`src/rtl/id_stage_if.sv`:
```
// Pipeline handshake around the decode stage: IF->ID request, ID->EX request and the IF redirect.
// The decode stage binds the slave modport; the surrounding pipeline (or a bench) binds master.
interface id_stage_if #(
  parameter int IF_ID_W = 64,
  parameter int BJ_W    = 33,
  parameter int ID_EX_W = 145
);
  logic               if_to_id_valid;
  logic [IF_ID_W-1:0] if_to_id_bus;
  logic               id_allowin;
  logic               id_valid;
  logic [BJ_W-1:0]    bj_bus;
  logic               ex_allowin;
  logic               id_to_ex_valid;
  logic [ID_EX_W-1:0] id_to_ex_bus;

  modport slave (
    input  if_to_id_valid, if_to_id_bus, ex_allowin,
    output id_allowin, id_valid, bj_bus, id_to_ex_valid, id_to_ex_bus
  );

  modport master (
    output if_to_id_valid, if_to_id_bus, ex_allowin,
    input  id_allowin, id_valid, bj_bus, id_to_ex_valid, id_to_ex_bus
  );
endinterface

```
`src/rtl/id_stage.sv`:
```
// RV32I decode stage: IF->ID register, 32x32 register file, decode, EX/MEM/WB forwarding
// with load-use stall, and branch/jump resolution returning a redirect to fetch.
module id_stage #(
  parameter int FWD_W = 40
) (
  input  logic             clk,
  input  logic             rst,
  id_stage_if.slave        pipe,
  input  logic [FWD_W-1:0] es_fwd,
  input  logic [FWD_W-1:0] ms_fwd,
  input  logic [FWD_W-1:0] ws_fwd,
  input  logic             ws_rf_we,
  input  logic [4:0]       ws_rf_waddr,
  input  logic [31:0]      ws_rf_wdata
);

  typedef struct packed {
    logic        valid;
    logic        rf_we;
    logic [4:0]  dest;
    logic        data_ok;
    logic [31:0] data;
  } fwd_t;

  typedef struct packed {
    logic        pending;
    logic [31:0] value;
  } src_t;

  typedef enum logic [3:0] {
    ALU_ADD, ALU_SUB, ALU_SLL, ALU_SLT, ALU_SLTU, ALU_XOR,
    ALU_SRL, ALU_SRA, ALU_OR, ALU_AND, ALU_LUI
  } alu_op_e;

  localparam logic [6:0] OP_LUI    = 7'b0110111;
  localparam logic [6:0] OP_AUIPC  = 7'b0010111;
  localparam logic [6:0] OP_JAL    = 7'b1101111;
  localparam logic [6:0] OP_JALR   = 7'b1100111;
  localparam logic [6:0] OP_BRANCH = 7'b1100011;
  localparam logic [6:0] OP_LOAD   = 7'b0000011;
  localparam logic [6:0] OP_STORE  = 7'b0100011;
  localparam logic [6:0] OP_IMM    = 7'b0010011;
  localparam logic [6:0] OP_REG    = 7'b0110011;

  logic        valid;
  logic [31:0] inst;
  logic [31:0] pc;
  logic        ready_go;

  assign pipe.id_allowin     = !valid | (ready_go & pipe.ex_allowin);
  assign pipe.id_valid       = valid;
  assign pipe.id_to_ex_valid = valid & ready_go;

  // NOTE: sequential state uses non-blocking assignments so every register samples pre-edge values.
  always_ff @(posedge clk or posedge rst) begin
    if (rst) begin
      valid <= 1'b0;
      inst  <= '0;
      pc    <= '0;
    end else if (pipe.id_allowin) begin
      valid <= pipe.if_to_id_valid;
      if (pipe.if_to_id_valid) {inst, pc} <= pipe.if_to_id_bus;
    end
  end

  logic [31:0] rf [32];

  // NOTE: the register file is reset on purpose; it is small and the reset image must be all-zero.
  always_ff @(posedge clk or posedge rst) begin
    if (rst) begin
      for (int i = 0; i < 32; i++) rf[i] <= '0;
    end else if (ws_rf_we && ws_rf_waddr != 5'd0) begin
      rf[ws_rf_waddr] <= ws_rf_wdata;
    end
  end

  logic [6:0] opcode;
  logic [4:0] rd, rs1, rs2;
  logic [2:0] funct3;
  logic [31:0] imm_i, imm_s, imm_b, imm_u, imm_j;

  assign opcode = inst[6:0];
  assign rd     = inst[11:7];
  assign funct3 = inst[14:12];
  assign rs1    = inst[19:15];
  assign rs2    = inst[24:20];
  assign imm_i  = {{20{inst[31]}}, inst[31:20]};
  assign imm_s  = {{20{inst[31]}}, inst[31:25], inst[11:7]};
  assign imm_b  = {{19{inst[31]}}, inst[31], inst[7], inst[30:25], inst[11:8], 1'b0};
  assign imm_u  = {inst[31:12], 12'd0};
  assign imm_j  = {{11{inst[31]}}, inst[31], inst[19:12], inst[20], inst[30:21], 1'b0};

  // The WB write is bypassed so a same-cycle read sees the value being written.
  logic [31:0] rf_rs1, rf_rs2;
  assign rf_rs1 = (rs1 == 5'd0) ? 32'd0 :
                  (ws_rf_we && ws_rf_waddr == rs1) ? ws_rf_wdata : rf[rs1];
  assign rf_rs2 = (rs2 == 5'd0) ? 32'd0 :
                  (ws_rf_we && ws_rf_waddr == rs2) ? ws_rf_wdata : rf[rs2];

  function automatic logic hit(input fwd_t f, input logic [4:0] a);
    return f.valid && f.rf_we && f.dest == a && a != 5'd0;
  endfunction

  function automatic src_t resolve(input logic [4:0] a, input fwd_t e, input fwd_t m,
                                   input fwd_t w, input logic [31:0] rf_val);
    if (hit(e, a)) return {!e.data_ok, e.data};
    if (hit(m, a)) return {!m.data_ok, m.data};
    if (hit(w, a)) return {!w.data_ok, w.data};
    return {1'b0, rf_val};
  endfunction

  function automatic alu_op_e alu_from_funct3(input logic [2:0] f3, input logic alt, input logic is_reg);
    case (f3)
      3'b000:  return (is_reg && alt) ? ALU_SUB : ALU_ADD;
      3'b001:  return ALU_SLL;
      3'b010:  return ALU_SLT;
      3'b011:  return ALU_SLTU;
      3'b100:  return ALU_XOR;
      3'b101:  return alt ? ALU_SRA : ALU_SRL;
      3'b110:  return ALU_OR;
      default: return ALU_AND;
    endcase
  endfunction

  src_t src1, src2;
  assign src1 = resolve(rs1, fwd_t'(es_fwd), fwd_t'(ms_fwd), fwd_t'(ws_fwd), rf_rs1);
  assign src2 = resolve(rs2, fwd_t'(es_fwd), fwd_t'(ms_fwd), fwd_t'(ws_fwd), rf_rs2);

  alu_op_e     alu_op;
  logic [31:0] imm;
  logic        src1_is_pc, src2_is_imm, mem_re, mem_we, mem_unsigned, writes_rd;
  logic [1:0]  mem_size;
  logic        use_rs1, use_rs2, is_jal, is_jalr, is_branch;

  // NOTE: every always_comb output gets a default first, so no path can infer a latch.
  always_comb begin
    alu_op       = ALU_ADD;
    imm          = 32'd0;
    src1_is_pc   = 1'b0;
    src2_is_imm  = 1'b0;
    mem_re       = 1'b0;
    mem_we       = 1'b0;
    mem_size     = 2'd0;
    mem_unsigned = 1'b0;
    writes_rd    = 1'b0;
    use_rs1      = 1'b0;
    use_rs2      = 1'b0;
    is_jal       = 1'b0;
    is_jalr      = 1'b0;
    is_branch    = 1'b0;
    case (opcode)
      OP_LUI:    begin alu_op = ALU_LUI; imm = imm_u; src2_is_imm = 1'b1; writes_rd = 1'b1; end
      OP_AUIPC:  begin imm = imm_u; src1_is_pc = 1'b1; src2_is_imm = 1'b1; writes_rd = 1'b1; end
      // Jumps compute the link address pc+4 in the ALU.
      OP_JAL:    begin imm = 32'd4; src1_is_pc = 1'b1; src2_is_imm = 1'b1; writes_rd = 1'b1;
                       is_jal = 1'b1; end
      OP_JALR:   begin imm = 32'd4; src1_is_pc = 1'b1; src2_is_imm = 1'b1; writes_rd = 1'b1;
                       is_jalr = 1'b1; use_rs1 = 1'b1; end
      OP_BRANCH: begin imm = imm_b; is_branch = 1'b1; use_rs1 = 1'b1; use_rs2 = 1'b1; end
      OP_LOAD:   begin imm = imm_i; src2_is_imm = 1'b1; mem_re = 1'b1; mem_size = funct3[1:0];
                       mem_unsigned = funct3[2]; writes_rd = 1'b1; use_rs1 = 1'b1; end
      OP_STORE:  begin imm = imm_s; src2_is_imm = 1'b1; mem_we = 1'b1; mem_size = funct3[1:0];
                       use_rs1 = 1'b1; use_rs2 = 1'b1; end
      OP_IMM:    begin imm = imm_i; src2_is_imm = 1'b1; writes_rd = 1'b1; use_rs1 = 1'b1;
                       alu_op = alu_from_funct3(funct3, inst[30], 1'b0); end
      OP_REG:    begin writes_rd = 1'b1; use_rs1 = 1'b1; use_rs2 = 1'b1;
                       alu_op = alu_from_funct3(funct3, inst[30], 1'b1); end
      default:   ;
    endcase
  end

  logic br_taken;
  always_comb begin
    br_taken = 1'b0;
    case (funct3)
      3'b000:  br_taken = src1.value == src2.value;
      3'b001:  br_taken = src1.value != src2.value;
      3'b100:  br_taken = $signed(src1.value) <  $signed(src2.value);
      3'b101:  br_taken = $signed(src1.value) >= $signed(src2.value);
      3'b110:  br_taken = src1.value <  src2.value;
      3'b111:  br_taken = src1.value >= src2.value;
      default: br_taken = 1'b0;
    endcase
  end

  assign ready_go = !(use_rs1 && src1.pending) && !(use_rs2 && src2.pending);

  logic        rf_we, bj_wen;
  logic [4:0]  dest;
  logic [31:0] bj_target;

  assign rf_we     = writes_rd && rd != 5'd0;
  assign dest      = rf_we ? rd : 5'd0;
  assign bj_wen    = valid && ready_go && (is_jal || is_jalr || (is_branch && br_taken));
  assign bj_target = is_jalr ? ((src1.value + imm_i) & ~32'd1) : pc + (is_jal ? imm_j : imm_b);
  assign pipe.bj_bus = {bj_wen, bj_wen ? bj_target : 32'd0};

  assign pipe.id_to_ex_bus = {pc, src1.value, src2.value, imm, alu_op, src1_is_pc, src2_is_imm,
                              mem_re, mem_we, mem_size, mem_unsigned, rf_we, dest};

endmodule
```
`src/flat_wrapper.sv`:
```
// flat-port wrapper written by rule: the top's interface ports become plain ports
module id_stage_flat 
#(
  parameter int FWD_W = 40
)
  (clk, rst, es_fwd, ms_fwd, ws_fwd, ws_rf_we, ws_rf_waddr, ws_rf_wdata, pipe_if_to_id_valid, pipe_if_to_id_bus, pipe_ex_allowin, pipe_id_allowin, pipe_id_valid, pipe_bj_bus, pipe_id_to_ex_valid, pipe_id_to_ex_bus);
  id_stage_if pipe_i ();
  input  logic clk;
  input  logic rst;
  input  logic [FWD_W-1:0] es_fwd;
  input  logic [FWD_W-1:0] ms_fwd;
  input  logic [FWD_W-1:0] ws_fwd;
  input  logic ws_rf_we;
  input  logic [4:0] ws_rf_waddr;
  input  logic [31:0] ws_rf_wdata;
  input wire logic [$bits(pipe_i.if_to_id_valid)-1:0] pipe_if_to_id_valid;
  input wire logic [$bits(pipe_i.if_to_id_bus)-1:0] pipe_if_to_id_bus;
  input wire logic [$bits(pipe_i.ex_allowin)-1:0] pipe_ex_allowin;
  output wire logic [$bits(pipe_i.id_allowin)-1:0] pipe_id_allowin;
  output wire logic [$bits(pipe_i.id_valid)-1:0] pipe_id_valid;
  output wire logic [$bits(pipe_i.bj_bus)-1:0] pipe_bj_bus;
  output wire logic [$bits(pipe_i.id_to_ex_valid)-1:0] pipe_id_to_ex_valid;
  output wire logic [$bits(pipe_i.id_to_ex_bus)-1:0] pipe_id_to_ex_bus;
  assign pipe_i.if_to_id_valid = pipe_if_to_id_valid;
  assign pipe_i.if_to_id_bus = pipe_if_to_id_bus;
  assign pipe_i.ex_allowin = pipe_ex_allowin;
  assign pipe_id_allowin = pipe_i.id_allowin;
  assign pipe_id_valid = pipe_i.id_valid;
  assign pipe_bj_bus = pipe_i.bj_bus;
  assign pipe_id_to_ex_valid = pipe_i.id_to_ex_valid;
  assign pipe_id_to_ex_bus = pipe_i.id_to_ex_bus;
  id_stage #(.FWD_W(FWD_W)) u_core (.clk(clk), .rst(rst), .pipe(pipe_i), .es_fwd(es_fwd), .ms_fwd(ms_fwd), .ws_fwd(ws_fwd), .ws_rf_we(ws_rf_we), .ws_rf_waddr(ws_rf_waddr), .ws_rf_wdata(ws_rf_wdata));
endmodule
```
`config.mk`:
```
export PLATFORM = sky130hd
export DESIGN_NAME = id_stage_flat
export DESIGN_NICKNAME = d
export VERILOG_FILES = /design/src/rtl/id_stage_if.sv /design/src/rtl/id_stage.sv /design/src/flat_wrapper.sv
export SDC_FILE = /design/constraint.sdc
export NUM_CORES = 2
export LEC_CHECK = 0
export BUFFER_PORTS_ARGS = -buffer_cell sky130_fd_sc_hd__buf_2
export CAP_MARGIN = 20
export CORE_UTILIZATION = 28
export CTS_CLUSTER_DIAMETER = 40
export DETAILED_ROUTE_END_ITERATION = 10
export GPL_TIMING_DRIVEN = 0
export PLACE_DENSITY = 0.4
export SYNTH_ARGS = -nofsm -noshare
export SYNTH_HDL_FRONTEND = slang
export SYNTH_SLANG_ARGS = --single-unit
```
`constraint.sdc`:
```
create_clock -name clk -period 50 [get_ports clk]
set_clock_uncertainty 0.15 [all_clocks]
set_input_delay 5 -clock clk [delete_from_list [all_inputs] [get_ports clk]]
set_output_delay 5 -clock clk [all_outputs]
set_load 0.1 [all_outputs]
```
### Word level (Yosys, flattened, before mapping)

Cells that the tools add are included.

* input port bits: 226
* register bits after elaboration: 1089

* reductions and logical operators: 51
* mux-type cells: 60
* add/subtract/negate cells: 2
* bitwise gates (word level): 6
* equal/unequal tests: 26
* magnitude comparators: 8

Operator list (count)
* 1024-bit bitwise mux: 1
* 33-bit 2-to-1 mux: 12
* 32-bit 2-to-1 mux: 11
* 32-bit binary-select mux with 5-bit select: 2
* 32-bit demux with 5-bit select: 1
* 32-bit one-hot mux with 5 select lines: 1
* 32-bit adder: 2
* 32-bit greater-or-equal comparator: 2
* 32-bit less-than comparator: 2
* 4-bit one-hot mux with 7 select lines: 2
* 5-bit equality test: 8
* 32-bit equality test: 1
* 32-bit != test: 1
* 1-bit logical AND: 26
* 1-bit 2-to-1 mux: 25
* 7-bit by 6-bit equality test with 1-bit output (second input constant): 3
* 7-bit equality test (second input constant): 3
* 20-bit 2-to-1 mux: 1
* 5-bit nonzero test: 4
* 6-bit greater-or-equal comparator (second input constant): 3
* 5-bit NOT with 6-bit output: 3
* 7-bit by 5-bit equality test with 1-bit output (second input constant): 2
* 7-bit OR reduction: 2
* 3-bit equality test (second input constant): 4
* 18 further kinds: 31

### Logic depth before layout (Yosys ltp)

* depth in word-level cells: 16
* gate-level depth with buffers: 27
* mapped depth without buffers: 22

### Worst setup path before layout

No wires, ideal clock.

* kind: input -> output
* start point: input ws_rf_waddr[2]
* end point: output pipe_bj_bus[23]
* path buffers: 4
* arrival time: 14.044 ns
* slack: 30.806 ns
* data required time: 44.850 ns
* stages on the path: 22
* cells stage by stage: clkbuf_1 xor2_1 nor3_1 nand4_1 clkbuf_1 buf_1 nand2_1 o21ai_0 o211ai_1 o21ai_0 o21ai_0 ha_1 nand4_1 nor4_1 nand4_1 a21oi_1 a31oi_1 o32ai_1 a31o_2 a21oi_1 clkbuf_1 o41ai_1

* word-level cells in the longest chain between the ends: 13
* elaborated cells between the ends (all ways): 27

RTL lines
* start, declared: line flat_wrapper.sv:14 `input logic [4:0] ws_rf_waddr;`
* 5-bit equality test *: line id_stage.sv:96 `(ws_rf_we && ws_rf_waddr == rs1) ? ws_rf_wdata : rf[rs1];`
* 1-bit logical AND *: line id_stage.sv:96
* 32-bit 2-to-1 mux *: line id_stage.sv:96
* 32-bit 2-to-1 mux *: line id_stage.sv:95 `assign rf_rs1 = (rs1 == 5'd0) ? 32'd0 :`
* 33-bit 2-to-1 mux *: line id_stage.sv:109 `return {1'b0, rf_val};`
* 33-bit 2-to-1 mux *: line id_stage.sv:108 `if (hit(w, a)) return {!w.data_ok, w.data};`
* 33-bit 2-to-1 mux *: line id_stage.sv:107 `if (hit(m, a)) return {!m.data_ok, m.data};`
* named net pipe_id_to_ex_bus[104]: line flat_wrapper.sv:23 `output wire logic [$bits(pipe_i.id_to_ex_bus)-1:0] pipe_id_to_ex_bus;`
* 32-bit greater-or-equal comparator, or another cell as far along: line id_stage.sv:181 `3'b111: br_taken = src1.value >= src2.value;`
* 1-bit one-hot mux with 6 select lines: line id_stage.sv:175 `case (funct3)`
* 1-bit logical AND: line id_stage.sv:194 `assign bj_wen = valid && ready_go && (is_jal || is_jalr || (is_branch && br_taken));`
* 1-bit logical OR: line id_stage.sv:194
* 1-bit logical AND: line id_stage.sv:194
* 32-bit 2-to-1 mux *: line id_stage.sv:196 `assign pipe.bj_bus = {bj_wen, bj_wen ? bj_target : 32'd0};`
* end, declared: line flat_wrapper.sv:21 `output wire logic [$bits(pipe_i.bj_bus)-1:0] pipe_bj_bus;`

Mark *: on every way through the listed nets, which the timed path passes. The rest lies on a longest branch.

### Worst setup path in the final report

* start point: input ws_rf_waddr[0]
* end point: output pipe_bj_bus[19]

* word-level cells in the longest chain between the ends: 13
* elaborated cells between the ends (all ways): 27

RTL lines (line)
* 5-bit equality test (on tied branches): id_stage.sv:96, id_stage.sv:98
* 1-bit logical AND (on tied branches): id_stage.sv:96, id_stage.sv:98
* 32-bit 2-to-1 mux (on tied branches): id_stage.sv:96, id_stage.sv:98
* 32-bit 2-to-1 mux (on tied branches): id_stage.sv:95, id_stage.sv:97
* 33-bit 2-to-1 mux: id_stage.sv:109
* 33-bit 2-to-1 mux: id_stage.sv:108
* 33-bit 2-to-1 mux: id_stage.sv:107
* 32-bit greater-or-equal comparator, or another cell as far along: id_stage.sv:181
* 1-bit one-hot mux with 6 select lines: id_stage.sv:175
* 1-bit logical AND: id_stage.sv:194
* 1-bit logical OR: id_stage.sv:194
* 1-bit logical AND: id_stage.sv:194
* 32-bit 2-to-1 mux *: id_stage.sv:196

Mark *: on every way between the ends. The rest lies on a longest branch, timed or not.

==> results by group <==
Hold path
  – Min-Delay Path Depth: 1
  – Hold Crit Endpoint: u_core.rf[994]
  – Hold Path Class: reg2reg
  – Hold Path Origin: u_core.rf[994]

STA
  – Worst-margin pin slew: ~1.2 ns
  – Final hold slack: between 0.3 and 0.4 ns
  – Final Hold Viols: 0
  – Fin crit share: 0.381
  – RSZ-0062 raised after global routing: false
  – Worst setup margin: just over 30 ns
  – Relative slew slack: 0.164
  – Min Tclk post-route: between 15 and 20 ns
  – Slew Viols, Final: 0
  – Final setup violation count: 0
  – Setup TNS: 0 ns
  – Max Clk Rate: 0.0524 GHz

Clock tree
  – Root Driver: clkbuf_16
  – Post-CTS Setup Bufs: 0
  – Clock Pin Slew Worst Setup and Hold Paths: approximately 0.05 ns
  – CTS H-tree lvls: 4
  – Clk_lat worst skew: between 0.8 and 0.9 ns
  – Post-cts sizing count: 0
  – CTS Buf Count: 212
  – Clk sink count: 1089
  – CTS Hold Buffers Added: 0
  – Maximum buffer depth of the clock tree: 3
  – CTS tree: built

Logic synthesis
  – Register area share after synthesis: 0.426
  – Yosys top cell area share: 0.426
  – Post-synth EDFFs: 0
  – Syn Nets: roughly 5000
  – Synth Area in Compound Gates: 0.0545
  – Synth area leader: dfrtp_1
  – Synth top cells by count: 1089 x dfrtp_1, 1050 x mux2_2, 638 x mux4_2, 340 x clkbuf_1, 221 x nand2_1
  – Synth Area in Simple Gates: 0.0376
  – Multiplexer share of the synthesized area: 0.419
  – Asr flop ratio synth: 1.00
  – Synth top area cells: dfrtp_1 43%, mux4_2 22%, mux2_2 18%
  – Yosys Warn Count: 0
  – Unique masters post-synth: 76
  – Commonest register cell after synthesis: dfrtp_1
  – Post-synthesis instance area: approximately 0.064 mm^2
  – Post-Synth Adder-Cell Area: 0.0186
  – Most frequent cell after synthesis: dfrtp_1
  – Seq cells post-synth: 1089
  – Avg Cell Area, Syn: between 10 and 15 um^2
  – Synth Area in XOR/XNOR: 0.0120
  – Largest family of logic cells by synthesized area: multiplexers
  – Synth Instances: ~4600

Floorplanning
  – Die outline area: 0.231 mm^2
  – Initial Utilization: 0.282
  – Die Height: ~480 um
  – Die width: between 400 and 500 um
  – Core Box Area: between 0.2 and 0.25 mm^2
  – Core Rows: 175
  – Io pins: between 400 and 500

Job
  – Max cap viols: 0

Setup path
  – Crit. End Element: output pin
  – Reg-to-reg slack, setup: 45.16 ns
  – R2R cell count: 14
  – CP Data Required Time: roughly 45 ns
  – Crit Path Class: in2out
  – WP data arrival: 13.92 ns
  – Worst R2R End: u_core.inst[24]
  – Crit path max fanout: 10
  – Start point of the critical path: ws_rf_waddr[0]
  – Worst Setup Start Kind: input pin
  – Reg2reg start: u_core.inst[23]

Route
  – # DRC: 0
  – Post-route ant nets: 0
  – Drt via density: approximately 5.6
  – Drt pass-1 iters: 7
  – Total number of vias: between 40000 and 50000
  – DR iter-0 viols: between 4000 and 5000
  – Total routed wirelength: roughly 310000 um
  – Drt wl/cell: 36.6 um

Placement
  – Buffers on Ports: about 400
  – Placement Setup Slack: between 30 and 40 ns
  – DP Wirelength: ~240000 um
  – Placer congestion estimate: 0.945

Pwr
  – Leakage: roughly 35 nW
  – Power per cell area: about 53 mW/mm^2
  – Worst vdd ir: 0.0292 mV

Cells and area
  – Syn-to-layout area delta: 24.9%
  – Fin nets: 5696
  – Layout cells sized above 1: 0.492
  – Fin util: 0.352

GRT
  – First-pass GRT wire length: approximately 430000 um
  – Antenna violations before repair: 27
  – Pin count of the biggest net entering global routing: 120
  – Total GRT Usage: 0.271
  – Congestion Overflow GR: 0
  – Number of global-route vias before repair: 49000

Outcome
  – Status: finished clean
## cells by family after synthesis
family                     count (synthesis)
AOI/OAI and AO/OA                        540
xor gates and xnor gates                  88
adders and majority gates                 94
buffers and inverters                    541
DFF                                     1089
muxes                                   1749
and+or+nand+nor                          524
## stage by stage
stage	power (mW)	std cells	cell area [um^2]
after detailed placement	2.69	8164	72100
after CTS	4.25	8560	79800
after floorplan	2.16	4625	64000
after global placement	2.65	8035	69800
after global routing	4.39	8572	79900
final	4.24	8586	79900
## worst max-delay path: stages
cell and delay (ns):
clkbuf_1 0.56, xor2_1 0.15, nor3_1 0.29, nand4_1 0.53, buf_8 0.38, clkbuf_2 0.48, buf_1 0.52, nand2_1 0.19
o21ai_0 0.34, o211ai_1 0.36, o21ai_0 0.13, o21ai_0 0.69, ha_1 0.39, a21o_1 0.19, a21o_1 0.17, a21oi_1 0.18
o21ai_0 0.10, nor4b_2 0.17, buf_4 0.18, or4b_2 0.64, a31o_2 0.27, a21oi_1 0.31, clkbuf_1 0.72, buf_2 0.43
nor2_1 0.17, buf_2 0.32
## layer usage
metal / routed length [um] / global-route usage
met2: 146000 / 0.437
met5: 90 / 0
met3: 21200 / 0.0620
met4: 17000 / 0.133
met1: 129000 / 0.342
## cells in the final DEF (no fill, tap or decap), types with 34 or more instances in the layout
master        n
xor2_1       43
mux4_2      638
clkbuf_16   212
nor2_1      128
buf_1        65
mux2i_1      61
o211ai_1     36
a22oi_1      34
clkbuf_1    324
inv_1        62
xnor2_1      45
a211oi_1     41
ha_1         92
buf_8        92
a21o_1       87
clkbuf_2     38
o21ai_0     160
mux2_2     1050
nand2_1     221
buf_2       465
a21oi_1      92
dfrtp_1    1088
## power by group
part	internal, mW	switching [mW]
Combinational	0.595	0.927
Clock	1.00	0.546
Sequential	1.05	0.125
Total	2.65	1.60
## flip-flops by register name, summed over array words and instances, names as in the netlist
register              count
u_core.pipe.id_valid      1
u_core.rf              1024
u_core.inst              32
u_core.pc                32
## worst max path at each step
stage	end	slack (ns)	depth (start not counted)
after floorplan	u_core.inst[0]	14.19	1
after global placement	u_core.rf[919]	-1.77	2
after detailed placement	pipe_bj_bus[19]	31.13	24
after CTS	pipe_bj_bus[19]	31.10	24
after global routing	pipe_bj_bus[19]	30.97	26
final	pipe_bj_bus[19]	30.93	26
## layout make-up
type | count | area [um^2]
tap | 3009 | 3760
sequential | 1089 | 27300
inverter | 65 | 251
clock inverter | 130 | 1900
multi-input combinational | 2995 | 34700
fill | 22200 | 147000
timing repair buffer | 537 | 4270
clock buffer | 266 | 5830
buffer | 476 | 1950
antenna | 19 | 47.5
Power figures use the tool's default switching activity.
